--- config.mk ---
export PLATFORM = sky130hd
export DESIGN_NAME = ucsbece152a_mod_counter
export DESIGN_NICKNAME = d
export VERILOG_FILES = /design/src/rtl/ucsbece152a_counter_pkg.sv /design/src/rtl/ucsbece152a_prescaler.sv /design/src/rtl/ucsbece152a_mod_counter.sv
export SDC_FILE = /design/constraint.sdc
export NUM_CORES = 1
export LEC_CHECK = 0
export BUFFER_PORTS_ARGS = -buffer_cell sky130_fd_sc_hd__buf_4
export CELL_PAD_IN_SITES_DETAIL_PLACEMENT = 1
export CELL_PAD_IN_SITES_GLOBAL_PLACEMENT = 2
export CORE_MARGIN = 8
export CORE_UTILIZATION = 28
export DETAILED_ROUTE_END_ITERATION = 7
export PLACE_DENSITY = 0.88
export SETUP_SLACK_MARGIN = 0.3
export SLEW_MARGIN = 0
export SYNTH_ARGS = -nofsm -noshare
export SYNTH_HDL_FRONTEND = slang
export SYNTH_HIERARCHICAL = 1
export SYNTH_SLANG_ARGS = --single-unit
--- constraint.sdc ---
create_clock -name clk -period 2.9 [get_ports clk]
set_clock_uncertainty 0.1 [all_clocks]
set_input_delay 0.87 -clock clk [delete_from_list [all_inputs] [get_ports clk]]
set_output_delay 0.87 -clock clk [all_outputs]
set_load 0.02 [all_outputs]
--- src/rtl/ucsbece152a_counter_pkg.sv ---
// ============================================================================
// Module  : ucsbece152a_counter_pkg
// Brief   : Shared types and helpers for the modulo counter and its prescaler.
// Revision: 1.0 - initial release
// ============================================================================
`default_nettype none

package ucsbece152a_counter_pkg;

  typedef enum logic {DIR_UP = 1'b0, DIR_DOWN = 1'b1} dir_e;
  typedef enum logic {MODE_WRAP = 1'b0, MODE_SAT = 1'b1} mode_e;

  // Phase register width for a prescaler of the given ratio (never zero bits).
  function automatic int presc_w(input int prescale);
    return (prescale > 2) ? $clog2(prescale) : 1;
  endfunction

endpackage

`default_nettype wire

--- src/rtl/ucsbece152a_prescaler.sv ---
// ============================================================================
// Module  : ucsbece152a_prescaler
// Brief   : Divides enabled cycles by PRESCALE, emitting a one-cycle tick.
// Revision: 1.0 - initial release
// ============================================================================
`default_nettype none

module ucsbece152a_prescaler
  import ucsbece152a_counter_pkg::*;
#(
  parameter int PRESCALE = 1
) (
  input  logic clk,
  input  logic rst,
  input  logic enable_i,
  input  logic clear_i,
  output logic tick_o
);

  localparam int                     c_phase_w = presc_w(PRESCALE);
  localparam logic [c_phase_w-1:0]   c_last    = c_phase_w'(PRESCALE - 1);

  logic [c_phase_w-1:0] r_phase;
  logic                 w_last;

  assign w_last = (r_phase == c_last);
  assign tick_o = enable_i && w_last;

  always_ff @(posedge clk or posedge rst) begin
    if (rst) begin
      r_phase <= '0;
    end else if (clear_i) begin
      r_phase <= '0;
    end else if (enable_i) begin
      r_phase <= w_last ? '0 : r_phase + c_phase_w'(1);
    end
  end

endmodule

`default_nettype wire

--- src/rtl/ucsbece152a_mod_counter.sv ---
// ============================================================================
// Module  : ucsbece152a_mod_counter
// Brief   : Modulo-MAX up/down counter with prescaler, load and wrap/saturate.
//           Define UCSBECE152A_COUNTER_EVCNT_EN to add the wraps_o event count.
// Revision: 1.0 - initial release
// ============================================================================
`default_nettype none

module ucsbece152a_mod_counter
  import ucsbece152a_counter_pkg::*;
#(
  parameter int WIDTH    = 3,
  parameter int MAX      = 2**WIDTH - 1,
  parameter int PRESCALE = 1,
  parameter int RST_VAL  = 0
) (
  input  logic             clk,
  input  logic             rst,
  input  logic             enable_i,
  input  logic             dir_i,
  input  logic             load_i,
  input  logic [WIDTH-1:0] load_val_i,
  input  logic             sat_i,
  output logic [WIDTH-1:0] count_o,
  output logic             tc_o,
  output logic             wrap_o
`ifdef UCSBECE152A_COUNTER_EVCNT_EN
  ,
  output logic [7:0]       wraps_o
`endif
);

  if (MAX < 1 || MAX > (2**WIDTH) - 1) begin : g_bad_max
    $error("ucsbece152a_mod_counter: MAX=%0d out of range for WIDTH=%0d", MAX, WIDTH);
  end
  if (PRESCALE < 1) begin : g_bad_prescale
    $error("ucsbece152a_mod_counter: PRESCALE=%0d must be >= 1", PRESCALE);
  end
  if (RST_VAL < 0 || RST_VAL > MAX) begin : g_bad_rst_val
    $error("ucsbece152a_mod_counter: RST_VAL=%0d exceeds MAX=%0d", RST_VAL, MAX);
  end

  localparam logic [WIDTH-1:0] c_max     = WIDTH'(MAX);
  localparam logic [WIDTH-1:0] c_rst_val = WIDTH'(RST_VAL);

  logic [WIDTH-1:0] r_count;
  logic             r_wrap;
  logic [WIDTH-1:0] w_next;
  logic             w_wrap;
  logic             w_tick;
  dir_e             w_dir;
  mode_e            w_mode;

  assign w_dir  = dir_e'(dir_i);
  assign w_mode = mode_e'(sat_i);

  ucsbece152a_prescaler #(
    .PRESCALE (PRESCALE)
  ) u_prescaler (
    .clk      (clk),
    .rst      (rst),
    .enable_i (enable_i),
    .clear_i  (load_i),
    .tick_o   (w_tick)
  );

  // End-of-range is detected by equality, so the WIDTH-bit +1/-1 never overflows.
  always_comb begin
    w_next = r_count;
    w_wrap = 1'b0;
    if (load_i) begin
      w_next = (load_val_i > c_max) ? c_max : load_val_i;
    end else if (w_tick) begin
      if (w_dir == DIR_UP) begin
        if (r_count != c_max) begin
          w_next = r_count + WIDTH'(1);
        end else if (w_mode == MODE_WRAP) begin
          w_next = '0;
          w_wrap = 1'b1;
        end
      end else begin
        if (r_count != '0) begin
          w_next = r_count - WIDTH'(1);
        end else if (w_mode == MODE_WRAP) begin
          w_next = c_max;
          w_wrap = 1'b1;
        end
      end
    end
  end

  always_ff @(posedge clk or posedge rst) begin
    if (rst) begin
      r_count <= c_rst_val;
      r_wrap  <= 1'b0;
    end else begin
      r_count <= w_next;
      r_wrap  <= w_wrap;
    end
  end

  assign count_o = r_count;
  assign wrap_o  = r_wrap;
  assign tc_o    = ((w_dir == DIR_UP)   && (r_count == c_max)) ||
                   ((w_dir == DIR_DOWN) && (r_count == '0));

`ifdef UCSBECE152A_COUNTER_EVCNT_EN
  logic [7:0] r_wraps;

  always_ff @(posedge clk or posedge rst) begin
    if (rst) begin
      r_wraps <= '0;
    end else if (r_wrap && (r_wraps != 8'hFF)) begin
      r_wraps <= r_wraps + 8'd1;
    end
  end

  assign wraps_o = r_wraps;
`endif

endmodule

`default_nettype wire

==> impl_metrics.csv, run 1 <==
group,metric,value,unit
global_route,grt_pass1_vias,341,
worst_setup_path,endpoint_kind,"primary output",
synthesis,ys_ff_latch,4,
pwr,p_leak,0.259,nW
synthesis,seq_area_frac_synth,0.266,
clock_tree,cts_sinks,4,
global_route,antenna_found_initial,0,
timing,setup_viol,0,
clock_tree,worstSkewPairLatency,0.23,ns
synthesis,netlist_area,377,sq um
worst_setup_path,crit_chain,"ha_1, ha_1, and2b_2, o21bai_1, buf_4",
worst_setup_path,cpPeakStageDelay,0.41,ns
pwr,ir_drop,211,uV
floorplan,num_io_pins,14,
floorplan,die_x,52.7,um
worst_setup_path,r2r_cells,7,
worst_setup_path,cp_slowest_cell,"dfrtp_1",
layout,fin_area,523,sq um
floorplan,core-area,0.00128,sq mm
floorplan,initial_core_util,0.293,
worst_setup_path,cp.required,1.93,ns
clock_tree,clk_pin_slew,0.04,ns
layout,areaGrowthSynthToFinish,38.9,%
pwr,p_total,0.000265,W
route,wl_per_cell,13.4,um
layout,nNetsFinal,70,
job,max_cap_viol_count,0,
layout,seq_area,100,sq um
layout,n_antenna_cell,0,
layout,multi_input_area,258,sq um
synthesis,yosysUniqueCellTypes,23,
worst_setup_path,reg2reg_slack,0.83,ns
clock_tree,numCtsBuffers,3,
worst_setup_path,rr_endpoint,"count_o[0]",
floorplan,rows,13,
timing,setup_ws,0.380,ns
placed_design,dp_slack,0.412,ns
timing,hold_viol_final,0,
timing,slew_violations,0,
synthesis,syn-instance-count,37,
layout,fin_cells,69,
clock_tree,cts_tree,"built",
route,drc,0,
worst_setup_path,r2r-start,"count_o[0]",
placed_design,dpl_cell_area,485,sq um
synthesis,avgSynthCellArea,10.2,sq um
global_route,grt_max_degree,9,
global_route,grt_usage,0.0704,
global_route,grt_pass1_wl,1450,um
clock_tree,h-tree-depth,1,
timing,post-route-period-util,0.869,
pwr,p_per_area,506,mW/mm^2
worst_setup_path,worst_setup_path_start_kind,"flip-flop",
timing,fin_tns_setup,0,ns
timing,worst_pin_slew,0.437,ns
route,first_pass_iters,1,
placed_design,routabilityCongestion,0.670,
route,vias_per_cell,4.67,
worst_setup_path,cp_common_cell,"ha_1",
clock_tree,cts_hold_buf,0,
floorplan,die-area,0.00277,sq mm
timing,relSlewSlack,0.701,
layout,layout-drive-gt1-share,0.444,
global_route,grt_overflow,0,
route,drtAntennaViolNets,0,
outcome,status,"finished clean",
route,wl,925,um
route,vias,322,
synthesis,synth_warnings,6,
synthesis,synthesis.nets,51,
placed_design,numPortBuffers,13,
worst_setup_path,cp.arrival,1.55,ns
worst_setup_path,worstPathMaxFanout,4,
timing,max_freq,0.397,GHz
floorplan,die_y,52.7,um
placed_design,post-place-cells,64,
worst_setup_path,cp-startpoint,"count_o[0]",
worst_setup_path,path_class,"reg2out",
worst_hold_path,hold_path.class,"in2async",
placed_design,hpwl,775,um
timing,rsz0062_at_grt,"no",
clock_tree,clockRootBuffer,"clkbuf_4",
route,dr.first_iter.drc_count,0,
timing,min_period,2.52,ns
layout,fillCellCount,149,
clock_tree,clockBufferDepth,2,
repair_timing:
action                     in CTS  in global routing
resized for setup               0                  0
setup endpoints to repair       0                  1
buffers inserted                0                  2
synthesized netlist by cell type:
cell type | instances | share of area
ha_1 | 5 | 0.17
dfrtp_1 | 4 | 0.27
inv_1 | 3 | 0.030
a21oi_1 | 2 | 0.027
nand2_1 | 2 | 0.020
nor2b_1 | 2 | 0.033
nor3_1 | 2 | 0.027
o21ai_0 | 2 | 0.027
a2111oi_0 | 1 | 0.023
a211oi_1 | 1 | 0.020
a21bo_2 | 1 | 0.027
a31oi_4 | 1 | 0.056
and2b_1 | 1 | 0.020
and2b_2 | 1 | 0.023
buf_4 | 1 | 0.020
mux2_2 | 1 | 0.030
mux2_4 | 1 | 0.040
mux2i_1 | 1 | 0.027
nand2b_4 | 1 | 0.037
nand3b_1 | 1 | 0.020
o21bai_1 | 1 | 0.020
or2b_1 | 1 | 0.020
xor2_1 | 1 | 0.023
cells in the final DEF (no fill, tap or decap):
cell and count:
buf_4 15, ha_1 5, dfrtp_1 4, inv_1 3, clkbuf_4 3, o21ai_0 2, nor2b_1 2, nor3_1 2
a21oi_1 2, nand2_1 2, and2b_2 1, nand3b_1 1, nand2b_4 1, a31oi_4 1, mux2_4 1, mux2_2 1
and2b_1 1, a2111oi_0 1, a21bo_2 1, a211oi_1 1, o21bai_1 1, or2b_1 1, xor2_1 1, mux2i_1 1
where the power goes:
part | total (W) | internal, W | switching, W
sequential | 0.0000759 | 0.0000643 | 0.0000115
clock | 0.0000665 | 0.0000461 | 0.0000204
combinational | 0.000122 | 0.0000637 | 0.0000587
cell type report:
class                   count  area share
multi-input cells          29       0.493
repair buffers             15       0.215
flip-flops and latches      4       0.191
clock buffers               3      0.0431
well taps                  15      0.0359
inverters                   3      0.0215
per-layer routing:
layer,vias to the layer above,part of all wire,track usage
met5,-,0,0
met4,0,0,0.0388
met3,0,0.069,0.0313
met2,10,0.51,0.115
met1,150,0.42,0.0738
li1,162,-,-
worst max path at each step:
stage | endpoint | slack [ns] | depth (start not counted)
3_5_place_dp | tc_o | 0.41 | 4
5_1_grt | tc_o | 0.30 | 5
2_1_floorplan | tc_o | 0.63 | 2
4_1_cts | tc_o | 0.34 | 5
3_3_place_gp | tc_o | 0.43 | 4
6_report | tc_o | 0.38 | 5
kinds of logic after synthesis:
kind of cell	Yosys count	share of synthesized area
and+or+nand+nor	11	0.199
muxes	3	0.0963
AOI/OAI and AO/OA	9	0.199
xor gates and xnor gates	1	0.0233
buffers and inverters	4	0.0498
adders and majority gates	5	0.166
DFF	4	0.266
worst max-delay path, delay by kind of cell, from the launching register on:
| family | cells | cell delay (ns) |
|---|---|---|
| AOI/OAI and AO/OA | 1 | 0.15 |
| adders and majority gates | 2 | 0.41 |
| buffers and inverters | 1 | 0.16 |
| DFF | 1 | 0.41 |
| and+or+nand+nor | 1 | 0.20 |
sequential cells by signal, indices dropped and copies added, names as in the netlist:
signal / cells
count_o: 3
wrap_o: 1
per-stage QoR:
stage,hold WS (ns),utilization
6_report,0.430,0.407
5_1_grt,0.430,0.407
4_1_cts,0.424,0.395
3_5_place_dp,0.554,0.378
3_3_place_gp,0.540,0.378
2_1_floorplan,0.536,-
Note: power is estimated with default switching activity, not from simulation.
==> run 2, diff against run 1 <==
- clock period: 2.9 -> 3.24 ns (I/O delays scaled with it)
==> impl_metrics.csv, run 2 (synthesis gave the netlist of run 1 again) <==
group,metric,value,unit
route,vias,328,
worst_hold_path,hold_path.class,"in2async",
floorplan,die_y,52.7,um
worst_setup_path,cp.required,2.17,ns
global_route,grt_usage,0.0817,
worst_setup_path,r2r-start,"count_o[0]",
floorplan,initial_core_util,0.293,
route,wl_per_cell,14.5,um
layout,areaGrowthSynthToFinish,34.9,%
timing,min_period,2.69,ns
clock_tree,clockBufferDepth,2,
route,drc,0,
timing,fin_tns_setup,0,ns
route,dr.first_iter.drc_count,2,
timing,max_freq,0.371,GHz
worst_setup_path,worstPathMaxFanout,7,
clock_tree,cts_hold_buf,0,
layout,final_cell_mix,"13 x buf_4, 5 x ha_1, 4 x dfrtp_1, 3 x inv_1, 3 x clkbuf_4",
global_route,antenna_found_initial,0,
timing,post-route-period-util,0.831,
timing,whs,0.527,ns
placed_design,routabilityCongestion,0.650,
floorplan,die-area,0.00277,sq mm
worst_setup_path,reg2reg_slack,1.28,ns
placed_design,hpwl,852,um
global_route,gr-usage-met1,0.0833,
layout,layout-drive-gt1-share,0.423,
clock_tree,clk_pin_slew,0.04,ns
floorplan,die_x,52.7,um
global_route,grt_pass1_wl,1680,um
job,max_cap_viol_count,0,
global_route,grt_pass1_vias,397,
clock_tree,worstSkewPairLatency,0.23,ns
timing,relSlewSlack,0.696,
timing,slew_violations,0,
global_route,grt_overflow,0,
timing,rsz0062_at_grt,"no",
clock_tree,numCtsBuffers,3,
worst_setup_path,endpoint_kind,"primary output",
route,drtAntennaViolNets,0,
pwr,ir_drop,200,uV
worst_setup_path,worst_setup_path_start_kind,"input port",
worst_setup_path,path_class,"in2out",
timing,setup_ws,0.547,ns
placed_design,numPortBuffers,13,
worst_setup_path,endpoint,"tc_o",
layout,n_antenna_cell,0,
floorplan,num_io_pins,14,
layout,largest_reg_flops,3,
pwr,p_leak,0.249,nW
placed_design,dp_slack,0.546,ns
route,wl,974,um
worst_setup_path,cp.arrival,1.62,ns
clock_tree,cts_sinks,4,
floorplan,rows,13,
worst_setup_path,r2r_cells,6,
floorplan,core-area,0.00128,sq mm
timing,hold_viol_final,0,
clock_tree,post_cts_buffers,0,
clock_tree,clockRootBuffer,"clkbuf_4",
global_route,met3_usage,0.0341,
clock_tree,cts_tree,"built",
worst_setup_path,rr_endpoint,"count_o[0]",
layout,nNetsFinal,68,
global_route,grt_max_degree,9,
layout,final_util,0.395,
route,first_pass_iters,2,
layout,final_common_cell,"buf_4",
route,vias_per_cell,4.90,
outcome,status,"finished clean",
timing,worst_pin_slew,0.445,ns
clock_tree,ctsResizeCount,0,
layout,fillCellCount,158,
pwr,p_per_area,458,mW/mm^2
clock_tree,h-tree-depth,1,
timing,setup_viol,0,
global_route,grt.busiest_layer,"met2",
worst_setup_path,cp-startpoint,"dir_i",
global_route,met2_usage,0.134,
==> run 2: cell count changes in the layout (fill, tap and decap cells not counted), sizes merged <==
cell,previous run,this run
buf,15,13
==> run 2: worst min-delay path by stage <==
stage / start / to / slack, ns / cells past startpoint
after floorplan: count_o[1] / count_o[1] / 0.62 / 2
after global placement: count_o[1] / count_o[1] / 0.54 / 2
after detailed placement: count_o[1] / count_o[1] / 0.58 / 2
after CTS: rst / count_o[2] / 0.53 / 2
after global routing: rst / wrap_o / 0.53 / 2
final: rst / count_o[2] / 0.53 / 2
==> run 2: per-stage QoR <==
step                instances  instance area (sq um)  total power [W]
finish                     67                    508         0.000233
detailed placement         64                    485         0.000176
global placement           64                    485         0.000172
CTS                        67                    508         0.000239
global route               67                    508         0.000253
floorplan                  37                    377         0.000135
==> run 2: area by class of cell <==
class | instances | area [sq um] | share of cell area
repair buffers | 13 | 97.6 | 0.192
flip-flops and latches | 4 | 100 | 0.197
inverters | 3 | 11.3 | 0.0222
clock buffers | 3 | 22.5 | 0.0443
multi-input cells | 29 | 258 | 0.507
well taps | 15 | 18.8 | 0.0369
==> run 2: critical path, stage by stage <==
cell and delay [ns]:
buf_4 0.12, and2b_2 0.22, o21bai_1 0.15, buf_4 0.16
==> run 2: power by group <==
| group | internal [W] | total [W] | switching (W) |
|---|---|---|---|
| logic | 0.0000518 | 0.000104 | 0.0000520 |
| clock network | 0.0000413 | 0.0000600 | 0.0000187 |
| registers | 0.0000576 | 0.0000690 | 0.0000114 |
==> run 2: metal layers <==
metal / vias up / routed length (um)
li1: 159 / -
met1: 159 / 403
met2: 10 / 500
met3: 0 / 70
met4: 0 / 0
met5: - / 0
